### src/rtl/noc_switch_pkg.sv
// Shared definitions for the mesh XY switch: output-port index map, arbiter
// state encoding, default port count and a modulo-wrap helper.
// No ports (package).
package noc_switch_pkg;

    // Port index map, shared with the XY router and the fixed-priority arbiter.
    localparam int RESOURCE = 0;
    localparam int WEST     = 1;
    localparam int EAST     = 2;
    localparam int NORTH    = 3;
    localparam int SOUTH    = 4;

    localparam int PORT_N_DEFAULT = 5;

    typedef enum logic {
        IDLE   = 1'b0,
        LOCKED = 1'b1
    } arb_state_e;

    // (base + offs) mod n for base < n and offs < n. A conditional subtract
    // is used so that non-power-of-2 port counts wrap correctly.
    function automatic int wrap_add(input int base, input int offs, input int n);
        int sum;
        sum = base + offs;
        return (sum >= n) ? (sum - n) : sum;
    endfunction

endpackage

### src/rtl/rr_priority_picker.sv
// Combinational rotating-priority picker. Searches req_i starting at ptr_i,
// ascending with wrap-around; the first set bit wins.
// Ports:
//   req_i      in   PORT_N          request vector
//   ptr_i      in   $clog2(PORT_N)  index with the highest priority
//   winner_o   out  $clog2(PORT_N)  index of the winning request (0 if none)
//   any_req_o  out  1               at least one request is set
module rr_priority_picker
    import noc_switch_pkg::*;
#(
    parameter int PORT_N = PORT_N_DEFAULT
) (
    input  logic [PORT_N-1:0]         req_i,
    input  logic [$clog2(PORT_N)-1:0] ptr_i,
    output logic [$clog2(PORT_N)-1:0] winner_o,
    output logic                      any_req_o
);

    localparam int SEL_W = $clog2(PORT_N);

    logic [SEL_W-1:0] w_idx [PORT_N];

    // NOTE: every output is given a default before the search loop so no
    // path leaves a value unassigned, which would infer a latch.
    always_comb begin
        winner_o  = '0;
        any_req_o = 1'b0;
        for (int i = 0; i < PORT_N; i++) begin
            w_idx[i] = SEL_W'(wrap_add(int'(ptr_i), i, PORT_N));
            if (!any_req_o && req_i[w_idx[i]]) begin
                winner_o  = w_idx[i];
                any_req_o = 1'b1;
            end
        end
    end

endmodule

### src/rtl/rr_packet_arbiter.sv
// Round-robin output-port arbiter with wormhole lock and lock watchdog.
// One instance per switch output port. Grants one input for a whole packet,
// drives the crossbar select and per-input ready, and forces a release when
// the locked sender stops transferring for TIMEOUT cycles.
// Ports:
//   clk_i         in   1               clock, rising edge
//   rst_ni        in   1               async active-low reset
//   vld_i         in   PORT_N          per-input flit valid
//   last_i        in   PORT_N          per-input tail flag, qualified by vld_i
//   out_rdy_i     in   1               downstream ready
//   out_vld_o     out  1               output flit valid
//   in_rdy_o      out  PORT_N          per-input ready, at most one bit set
//   mux_in_sel_o  out  $clog2(PORT_N)  crossbar select (granted input)
//   grant_o       out  PORT_N          one-hot grant, zero when idle
//   timeout_o     out  1               one-cycle pulse on forced release
module rr_packet_arbiter
    import noc_switch_pkg::*;
#(
    parameter int PORT_N  = PORT_N_DEFAULT,
    parameter int TIMEOUT = 64
) (
    input  logic                      clk_i,
    input  logic                      rst_ni,
    input  logic [PORT_N-1:0]         vld_i,
    input  logic [PORT_N-1:0]         last_i,
    input  logic                      out_rdy_i,
    output logic                      out_vld_o,
    output logic [PORT_N-1:0]         in_rdy_o,
    output logic [$clog2(PORT_N)-1:0] mux_in_sel_o,
    output logic [PORT_N-1:0]         grant_o,
    output logic                      timeout_o
);

    localparam int SEL_W  = $clog2(PORT_N);
    localparam int WDOG_W = $clog2(TIMEOUT);
    localparam logic [WDOG_W-1:0] WDOG_LAST = WDOG_W'(TIMEOUT - 1);

    arb_state_e        r_state;
    logic [SEL_W-1:0]  r_ptr;
    logic [SEL_W-1:0]  r_sel;
    logic [WDOG_W-1:0] r_wdog;
    logic [PORT_N-1:0] r_grant;
    logic              r_timeout;

    logic [SEL_W-1:0]  w_winner;
    logic              w_any_req;
    logic              w_locked;
    logic              w_xfer;
    logic [SEL_W-1:0]  w_sel_next;

    rr_priority_picker #(
        .PORT_N (PORT_N)
    ) u_picker (
        .req_i     (vld_i),
        .ptr_i     (r_ptr),
        .winner_o  (w_winner),
        .any_req_o (w_any_req)
    );

    assign w_locked   = (r_state == LOCKED);
    assign w_xfer     = w_locked & vld_i[r_sel] & out_rdy_i;
    assign w_sel_next = SEL_W'(wrap_add(int'(r_sel), 1, PORT_N));

    // Datapath handshake is combinational off the lock state; out_vld_o
    // never looks at out_rdy_i, so no valid/ready loop can form.
    assign out_vld_o    = w_locked & vld_i[r_sel];
    assign in_rdy_o     = (w_locked & out_rdy_i) ? (PORT_N'(1) << r_sel) : '0;
    assign mux_in_sel_o = r_sel;
    assign grant_o      = r_grant;
    assign timeout_o    = r_timeout;

    // NOTE: sequential state uses non-blocking assignments so every register
    // samples the pre-edge values, and reset is asynchronous so a lock is
    // dropped the moment rst_ni falls.
    always_ff @(posedge clk_i or negedge rst_ni) begin
        if (!rst_ni) begin
            r_state   <= IDLE;
            r_ptr     <= '0;
            r_sel     <= '0;
            r_wdog    <= '0;
            r_grant   <= '0;
            r_timeout <= 1'b0;
        end else begin
            r_timeout <= 1'b0;
            unique case (r_state)
                IDLE: begin
                    if (w_any_req) begin
                        r_sel   <= w_winner;
                        r_grant <= PORT_N'(1) << w_winner;
                        r_wdog  <= '0;
                        r_state <= LOCKED;
                    end
                end
                LOCKED: begin
                    if (w_xfer) begin
                        // A transfer always beats the watchdog.
                        r_wdog <= '0;
                        if (last_i[r_sel]) begin
                            r_ptr   <= w_sel_next;
                            r_grant <= '0;
                            r_state <= IDLE;
                        end
                    end else if (r_wdog == WDOG_LAST) begin
                        r_timeout <= 1'b1;
                        r_ptr     <= w_sel_next;
                        r_grant   <= '0;
                        r_wdog    <= '0;
                        r_state   <= IDLE;
                    end else begin
                        r_wdog <= r_wdog + WDOG_W'(1);
                    end
                end
                default: r_state <= IDLE;
            endcase
        end
    end

endmodule

### config.mk
export PLATFORM = sky130hd
export DESIGN_NAME = rr_packet_arbiter
export DESIGN_NICKNAME = d
export VERILOG_FILES = /design/src/rtl/noc_switch_pkg.sv /design/src/rtl/rr_priority_picker.sv /design/src/rtl/rr_packet_arbiter.sv
export SDC_FILE = /design/constraint.sdc
export NUM_CORES = 1
export LEC_CHECK = 0
export ABC_CLOCK_PERIOD_IN_PS = 3900
export CORE_ASPECT_RATIO = 1.75
export CORE_MARGIN = 3
export CORE_UTILIZATION = 50
export CTS_CLUSTER_DIAMETER = 40
export DETAILED_ROUTE_END_ITERATION = 7
export GPL_ROUTABILITY_DRIVEN = 1
export PLACE_DENSITY = 0.76
export SYNTH_ARGS = -nofsm -noshare
export SYNTH_HDL_FRONTEND = slang
export SYNTH_SLANG_ARGS = --single-unit
export TNS_END_PERCENT = 50
### constraint.sdc
create_clock -name clk_i -period 3.9 [get_ports clk_i]
set_clock_uncertainty 0.15 [all_clocks]
set_input_delay 0.585 -clock clk_i [delete_from_list [all_inputs] [get_ports clk_i]]
set_output_delay 0.585 -clock clk_i [all_outputs]
set_load 0.02 [all_outputs]
# ---- Yosys cells after proc, flatten, opt, wreduce, memory -nomap -nowiden
# Cells that the tools add are included.
dict set report totals {
  ff_bits 19
  in_bits 13
  output_inout_bits 15
  elab_cells 104
}
dict set report op_classes {
  add_sub_neg 12
  magnitude_cmp 12
  n_eq_ne 5
  n_shift 2
  n_mux 51
  bitwise 4
  n_reduce_logical 12
}
# operator n
set op_table {}
lappend op_table {{3-bit two-way mux} 14}
lappend op_table {{5-bit two-way mux} 5}
lappend op_table {{3-bit by 4-bit less-than comparator with 1-bit output, second input constant} 6}
lappend op_table {{1-bit binary-select mux with 3-bit select} 7}
lappend op_table {{4-bit by 3-bit >= comparator with 1-bit output, second input constant} 5}
lappend op_table {{1-bit two-way mux} 19}
lappend op_table {{6-bit two-way mux} 3}
lappend op_table {{3-bit subtractor, second input constant} 6}
lappend op_table {{6-bit one-hot mux with 2 select lines} 1}
lappend op_table {{5-bit one-hot mux with 2 select lines} 1}
lappend op_table {{1-bit by 3-bit left shift with 5-bit output, first input constant} 2}
lappend op_table {{3-bit by 1-bit adder with 4-bit output, second input constant} 2}
lappend op_table {{3-bit by 2-bit adder with 4-bit output, second input constant} 2}
lappend op_table {{6-bit by 1-bit adder with 6-bit output, second input constant} 1}
lappend op_table {{6-bit equality test, second input constant} 1}
lappend op_table {{3-bit AND reduction} 2}
lappend op_table {{3-bit by 3-bit adder with 4-bit output, second input constant} 1}
lappend op_table {{1-bit logical AND} 4}
lappend op_table {{1-bit logical NOT} 4}
lappend op_table {{2-bit by 1-bit inequality test with 1-bit output, second input constant} 2}
lappend op_table {{1-bit bitwise AND} 3}
lappend op_table {{3-bit >= comparator, second input constant} 1}
lappend op_table {{3-bit by 1-bit inequality test with 1-bit output, second input constant} 1}
lappend op_table {{3-bit by 2-bit inequality test with 1-bit output, second input constant} 1}
lappend op_table {{4 further kinds} 4}

# ---- Longest topological paths before layout
# Gate-level depths: netlist of the first run.
dict set report logic_depth {
  ltp_word 20
  depth_mapped 15
}

# ---- Cells and area by module
# From an unflattened synthesis of the first run, not the netlist that was laid out.
dict set report hier_totals {
  hier_cells 248
  hier_area_um2 2354.8
}
# module instances cells_per_inst area_each_um2 seq_area_each_um2
set by_module_without_submodules {}
lappend by_module_without_submodules {rr_packet_arbiter 1 113 1260.0 475.5}
lappend by_module_without_submodules {rr_priority_picker 1 135 1094.8 0.0}

# ---- Worst setup path after synthesis of the first run
# Ideal clock, no wire load.
dict set report synth_path {
  kind {reg2reg}
  from {reg r_ptr[0]}
  to {reg r_grant[0] (netlist: grant_o[0])}
  setup_ns 0.104
  t_arrival_ns 3.568
  t_required_ns 3.646
  path_slack_ns 0.078
  path_stages_with_launch 16
  path_buffers 3
  path_cell_list {dfrtp_1 -> inv_2 -> buf_2 -> ha_1 -> inv_1 -> fa_1 -> nand2b_1 -> a211o_1 -> a211o_1 -> a32oi_1 -> or4_1 -> buf_2 -> o31a_1 -> clkbuf_1 -> inv_1 -> o41ai_2}
}
dict set report synth_via {
  elab_chain_len 20
}
# item line_no
set synth_rtl {}
lappend synth_rtl {{start, declared} rr_packet_arbiter.sv:39} ;# logic [SEL_W-1:0] r_ptr;
lappend synth_rtl {{start signal, assigned} rr_packet_arbiter.sv:99} ;# r_ptr <= w_sel_next;
lappend synth_rtl {{start signal, assigned} rr_packet_arbiter.sv:105} ;# r_ptr <= w_sel_next;
lappend synth_rtl {{parallel branches: the longest is 20 deep, another holds 3-bit by 1-bit adder with 4-bit output} -}
lappend synth_rtl {{end signal, assigned} rr_packet_arbiter.sv:89} ;# r_grant <= PORT_N'(1) << w_winner;
lappend synth_rtl {{end, declared} rr_packet_arbiter.sv:42} ;# logic [PORT_N-1:0] r_grant;
# Several ways; the timed one is not identified. The select of a mux whose other input is x is not followed.
# A chain may end at the register's enable or synchronous reset.

# ---- Final worst setup path of the first run
# Same ends and word-level chain as after synthesis.

==> impl_metrics.py, run 1 <==
metrics = {
    "placement": {
        "dpl.hpwl_mm": 5.017,
        "place_congestion": 0.9886,
        "portBuffers": 27,
    },
    "setup_path": {
        "timing.rr.start": "r_ptr[0]",
        "r2r_slack_ps": 120,
        "r2r_end": "grant_o[0]",
        "critPathTopFamily": "compound AO/OA/AOI/OAI gates",
        "cp-start-kind": "flop",
        "r2r_cells": 12,
        "timing.critical_path.buf_inv": 3,
        "cpPeakStageDelay_ps": 430,
        "crit_chain": "inv_2, ha_1, inv_1, fa_1, nand2b_1, a211o_1, a211o_1, a32oi_1, or4_1, o31a_1, inv_1, o41ai_2",
        "crit_slowest_cell": "dfrtp_1",
        "cp-end-kind": "flop",
        "critPathRequiredTime_ps": 3910,
        "cp_max_fo": 8,
        "crit_arrival_ps": 3800,
        "critPathKind": "flop to flop",
    },
    "synthesis": {
        "synthTopCellsByArea": "dfrtp_1, ha_1, o21ai_0",
        "synth_top_area_cell": "dfrtp_1",
        "avgSynthCellArea_um2": 8.121,
        "yosysWarnings": 0,
        "syn_nets": 302,
        "yosys-top-cells-count": "nand2_1, dfrtp_1, o21ai_0",
        "yosysMostFrequentCell": "nand2_1",
        "netlist.area_leader.share": 0.2144,
        "synth_edf_count": 0,
        "synthCells": 273,
        "synthesis.area_um2": 2217,
        "seq_area_frac_synth": 0.2144,
        "ys.flop_type": "dfrtp_1",
        "async_flop_share": 1.000,
        "ys_ff_latch": 19,
        "synth_cell_types": 65,
    },
    "detailed_routing": {
        "wl_per_cell_um": 18.66,
        "vias": 2238,
        "route.met2.wl_mm": 3.388,
        "ant_nets": 0,
        "route.detailed.drc": 0,
        "wl_met3_um": 259,
        "drt_iter0_drc": 120,
        "drt-total-wl_mm": 6.438,
        "top_layer": "met4",
        "dr.pass1.iters": 4,
        "wl_met1_mm": 2.427,
        "viasPerCell": 6.487,
    },
    "floorplanning": {
        "die_h_um": 94.09,
        "io_pins": 28,
        "start_util": 0.5293,
        "coreArea_um2": 4189,
        "rows": 31,
        "die_x_um": 56.34,
        "die-area_um2": 5301,
    },
    "sta": {
        "hold_viol_final": 0,
        "rsz0062_at_grt": "false",
        "slew_headroom": 0.3933,
        "fin_setup_tns_ps": 0,
        "period_needed_ps": 3780,
        "fmaxAchievable_ghz": 0.2645,
        "maxSlewViolCount": 0,
        "finalCritPeriodShare": 0.9693,
        "finalSetupViolations": 0,
        "worstMarginPinSlew_ps": 907.2,
    },
    "clock_network": {
        "cts-resized-gates": 0,
        "cts_inserted_buffers": 3,
        "worst_skew_pair.late_latency_ps": 260,
        "cts_tree": "yes",
        "cts.reportedPaths.clkPinSlew_ps": 70,
        "cts_max_level": 1,
        "root_buffer": "clkbuf_8",
        "postCtsSetupBuffers": 0,
        "clockBufferDepth": 2,
        "cts.sinks": 19,
        "postCtsHoldBufs": 0,
    },
    "final_layout": {
        "drive_gt1_frac": 0.1115,
        "area_delta_synth_final_pct": 17.66,
        "diodes": 0,
        "fin_nets": 326,
    },
    "min_path": {
        "hold_start": "r_wdog[5]",
        "hold_path_class": "flop to flop",
        "holdPathStages": 1,
        "hold_end": "r_wdog[5]",
    },
    "global_routing": {
        "gr-total-overflow": 0,
        "grt_pass1_vias": 2285,
        "antenna_found_initial": 0,
        "track_usage": 0.2545,
        "grt_max_degree": 26,
        "grt_pass1_wl_mm": 10.72,
    },
    "run": {
        "drv_cap": 0,
    },
    "run_status": {
        "status": "completed",
    },
}
## cells in the final DEF, fill, tap and decap left out, drive strengths merged, types with 4 or more instances in the layout
master / Yosys / final
nand2b: 9 / 9
nor3: 4 / 4
and3: 6 / 6
xnor2: 4 / 4
a211oi: 5 / 5
nor2: 13 / 13
o21ai: 19 / 19
a211o: 6 / 6
ha: 15 / 15
nor3b: 4 / 4
mux2i: 5 / 5
clkdlybuf4s50: 0 / 27
nand2: 22 / 22
buf: 7 / 11
nand3: 10 / 10
nor2b: 4 / 4
inv: 19 / 19
a32o: 4 / 4
a21oi: 17 / 17
o211ai: 5 / 5
a32oi: 4 / 4
dfrtp: 19 / 19
a31oi: 7 / 7
## cells by family after synthesis
group	count (synthesis)	share of synthesized area
AO/OA/AOI/OAI	97	0.3211
XOR/XNOR	4	0.01580
adder cells (fa/ha/maj)	16	0.09368
buffers and inverters	38	0.07110
flip-flops	19	0.2144
multiplexers	10	0.05982
AND/OR/NAND/NOR	89	0.2240
## flip-flops by register name, summed over array words and instances, names as in the netlist
name / count
r_wdog: 6
r_ptr: 3
timeout_o: 1
r_state: 1
grant_o: 5
mux_in_sel_o: 3
## worst max-delay path by stage
stage / start / to / slack [ps] / depth (start not counted)
2_1_floorplan: r_ptr[0] / grant_o[0] / 80 / 15
3_3_place_gp: vld_i[1] / grant_o[0] / 240 / 9
3_5_place_dp: vld_i[1] / grant_o[0] / 210 / 9
4_1_cts: r_ptr[0] / grant_o[0] / 160 / 12
5_1_grt: r_ptr[0] / grant_o[0] / 8 / 12
6_report: r_ptr[0] / grant_o[0] / 120 / 12
## per-stage QoR
stage	setup WS, ps	instances	hold slack [ps]	util	instance area, µm²
detailed placement	213.8	341	332.4	0.6075	2545
global placement	236.8	341	326.7	0.6075	2545
global route	8.482	345	364.6	0.6228	2609
floorplan	78.07	273	139.4	-	2217
CTS	156.8	345	341.6	0.6186	2591
finish	119.6	345	343.3	0.6228	2609
## per-layer routing
metal,up-vias,GRT usage
met5,-,0
met4,0,0.1782
met3,30,0.03026
met2,88,0.4668
met1,1053,0.2608
li1,1067,-
## final cells by class
type	count	area (µm²)
fillers	372	1580
clock buffers	3	41.29
multi-input cells	216	1602
well taps	49	61.31
flip-flops and latches	19	475.5
inverters	19	71.32
repair buffers	38	352.8
clock inverters	1	5.005
Power of run 1 is left out: the tool's default activity adds up to more than one toggle a clock period on the data nets, which glitch-free logic cannot reach.
==> run 2: changes to the inputs <==
CELL_PAD_IN_SITES_DETAIL_PLACEMENT = 1   (was default)
CELL_PAD_IN_SITES_GLOBAL_PLACEMENT = 1   (was default)
CORE_UTILIZATION = 38   (was 50)
PLACE_DENSITY = default   (was 0.76)
PLACE_DENSITY_LB_ADDON = 0.1   (was default)
==> run 2 against run 1 <==
Against the previous run:
- critical path depth shrank 3
- sequential share of layout area is 0.37 points lower
- cell count is 9.3% higher
- first-iteration DRC count increased by 2.5%
- worst hold slack lost 6.9 ps
- cell area grew 2.4%
- non-clock buffer count increased by 5
- register-to-register slack improved by 170 ps
- wire length is 18% higher
- die area rose by 29%
==> impl_metrics.py, run 2 (synthesized netlist as in run 1, its figures left out) <==
metrics = {
    "final_layout": {
        "final_common_cell": "clkdlybuf4s50_1",
        "area_delta_synth_final_pct": 20.43,
        "regMostFlops": "r_wdog",
        "largest_register_ffs": 6,
        "multi_input_area_um2": 1590,
        "fillers": 702,
        "final_util": 0.4742,
        "mostFrequentLayoutCells": "clkdlybuf4s50_1, nand2_1, o21ai_0, inv_1, dfrtp_1",
        "regArea_um2": 476.7,
        "drive_gt1_frac": 0.1329,
        "fin_nets": 331,
        "diodes": 0,
    },
    "run_status": {
        "status": "completed",
    },
    "clock_network": {
        "worst_skew_pair.late_latency_ps": 260,
        "cts_max_level": 1,
        "postCtsHoldBufs": 0,
        "cts.sinks": 19,
        "cts.reportedPaths.clkPinSlew_ps": 80,
        "cts_inserted_buffers": 3,
        "clockBufferDepth": 2,
        "root_buffer": "clkbuf_8",
        "cts_tree": "yes",
    },
    "floorplanning": {
        "die-area_um2": 6823,
        "io_pins": 28,
        "rows": 36,
        "die_x_um": 63.74,
        "start_util": 0.3938,
        "coreArea_um2": 5630,
        "die_h_um": 107.0,
    },
    "setup_path": {
        "cp_max_fo": 12,
        "critPathKind": "flop to flop",
        "critPathRequiredTime_ps": 3910,
        "r2r_slack_ps": 290,
        "cp-start-kind": "flop",
        "crit_arrival_ps": 3630,
        "cp-end-kind": "flop",
    },
    "sta": {
        "fmaxAchievable_ghz": 0.2767,
        "finalSetupViolations": 0,
        "period_needed_ps": 3614,
        "hold_viol_final": 0,
        "fin_setup_tns_ps": 0,
        "finalCritPeriodShare": 0.9267,
        "rsz0062_at_grt": "false",
        "timing.hold.ws_ps": 336.4,
        "worstMarginPinSlew_ps": 961.9,
        "slew_headroom": 0.3567,
        "maxSlewViolCount": 0,
    },
    "global_routing": {
        "grt_pass1_vias": 2526,
        "grt_pass1_wl_mm": 12.52,
        "antenna_found_initial": 0,
        "gr-total-overflow": 0,
        "track_usage": 0.2357,
        "grt_max_degree": 28,
    },
    "run": {
        "drv_cap": 0,
    },
    "detailed_routing": {
        "route.detailed.drc": 0,
        "drt-total-wl_mm": 7.570,
        "wl_per_cell_um": 20.08,
        "vias": 2290,
        "drt_iter0_drc": 123,
        "ant_nets": 0,
        "dr.pass1.iters": 4,
        "viasPerCell": 6.074,
    },
    "placement": {
        "portBuffers": 27,
        "place_congestion": 0.8959,
        "dpl.hpwl_mm": 5.976,
    },
    "min_path": {
        "hold_path_class": "flop to flop",
    },
}
-- run 2: repair_timing --
item                                    4_1_cts  5_1_grt
resized for setup                             0        3
endpoints found under the hold margin         0        0
buffers inserted                              0        0
endpoints found under the setup margin        0       11
-- run 2: layout make-up --
| type | count | share of cell area |
|---|---|---|
| multi-input cells | 216 | 0.5956 |
| flip-flops and latches | 19 | 0.1785 |
| repair buffers | 43 | 0.1462 |
| well taps | 76 | 0.03561 |
| inverters | 19 | 0.02671 |
| clock buffers | 3 | 0.01546 |
| clock inverters | 1 | 0.001874 |
-- run 2: path summary, 6_finish.rpt --
path                       startpoint  depth (start not counted)          to
hold reg to reg             r_wdog[5]                          1   r_wdog[5]
setup reg to reg             r_ptr[2]                          9  grant_o[0]
hold / removal              r_wdog[5]                          1   r_wdog[5]
setup / recovery             r_ptr[2]                          9  grant_o[0]
min in group asynchronous      rst_ni                          1  grant_o[1]
max in group asynchronous      rst_ni                          1    r_ptr[1]
-- run 2: critical path, stage by stage, from the launching register on --
cell     delay [ps]
dfrtp_1         470
ha_1            550
inv_1           230
a31oi_4         180
xnor2_1         250
mux2_4          380
or4_4           460
or3_1           380
o21a_2          160
o41ai_2         300
-- run 2: per-layer routing --
| metal | GRT usage | wire, µm | up-vias |
|---|---|---|---|
| met2 | 0.4480 | 4205 | 57 |
| li1 | - | - | 1073 |
| met4 | 0.1499 | 419 | 0 |
| met3 | 0.02411 | 148 | 30 |
| met5 | 0 | 0 | - |
| met1 | 0.2368 | 2796 | 1130 |
-- run 2: through the flow --
step / worst slack [ps] / instance area (µm²) / cells
global placement: 236.5 / 2616 / 373
global route: 72.34 / 2670 / 377
finish: 285.8 / 2670 / 377
CTS: 160.5 / 2663 / 377
floorplan: 78.07 / 2217 / 273
detailed placement: 188.8 / 2616 / 373
Power of run 2 is left out for the same reason.
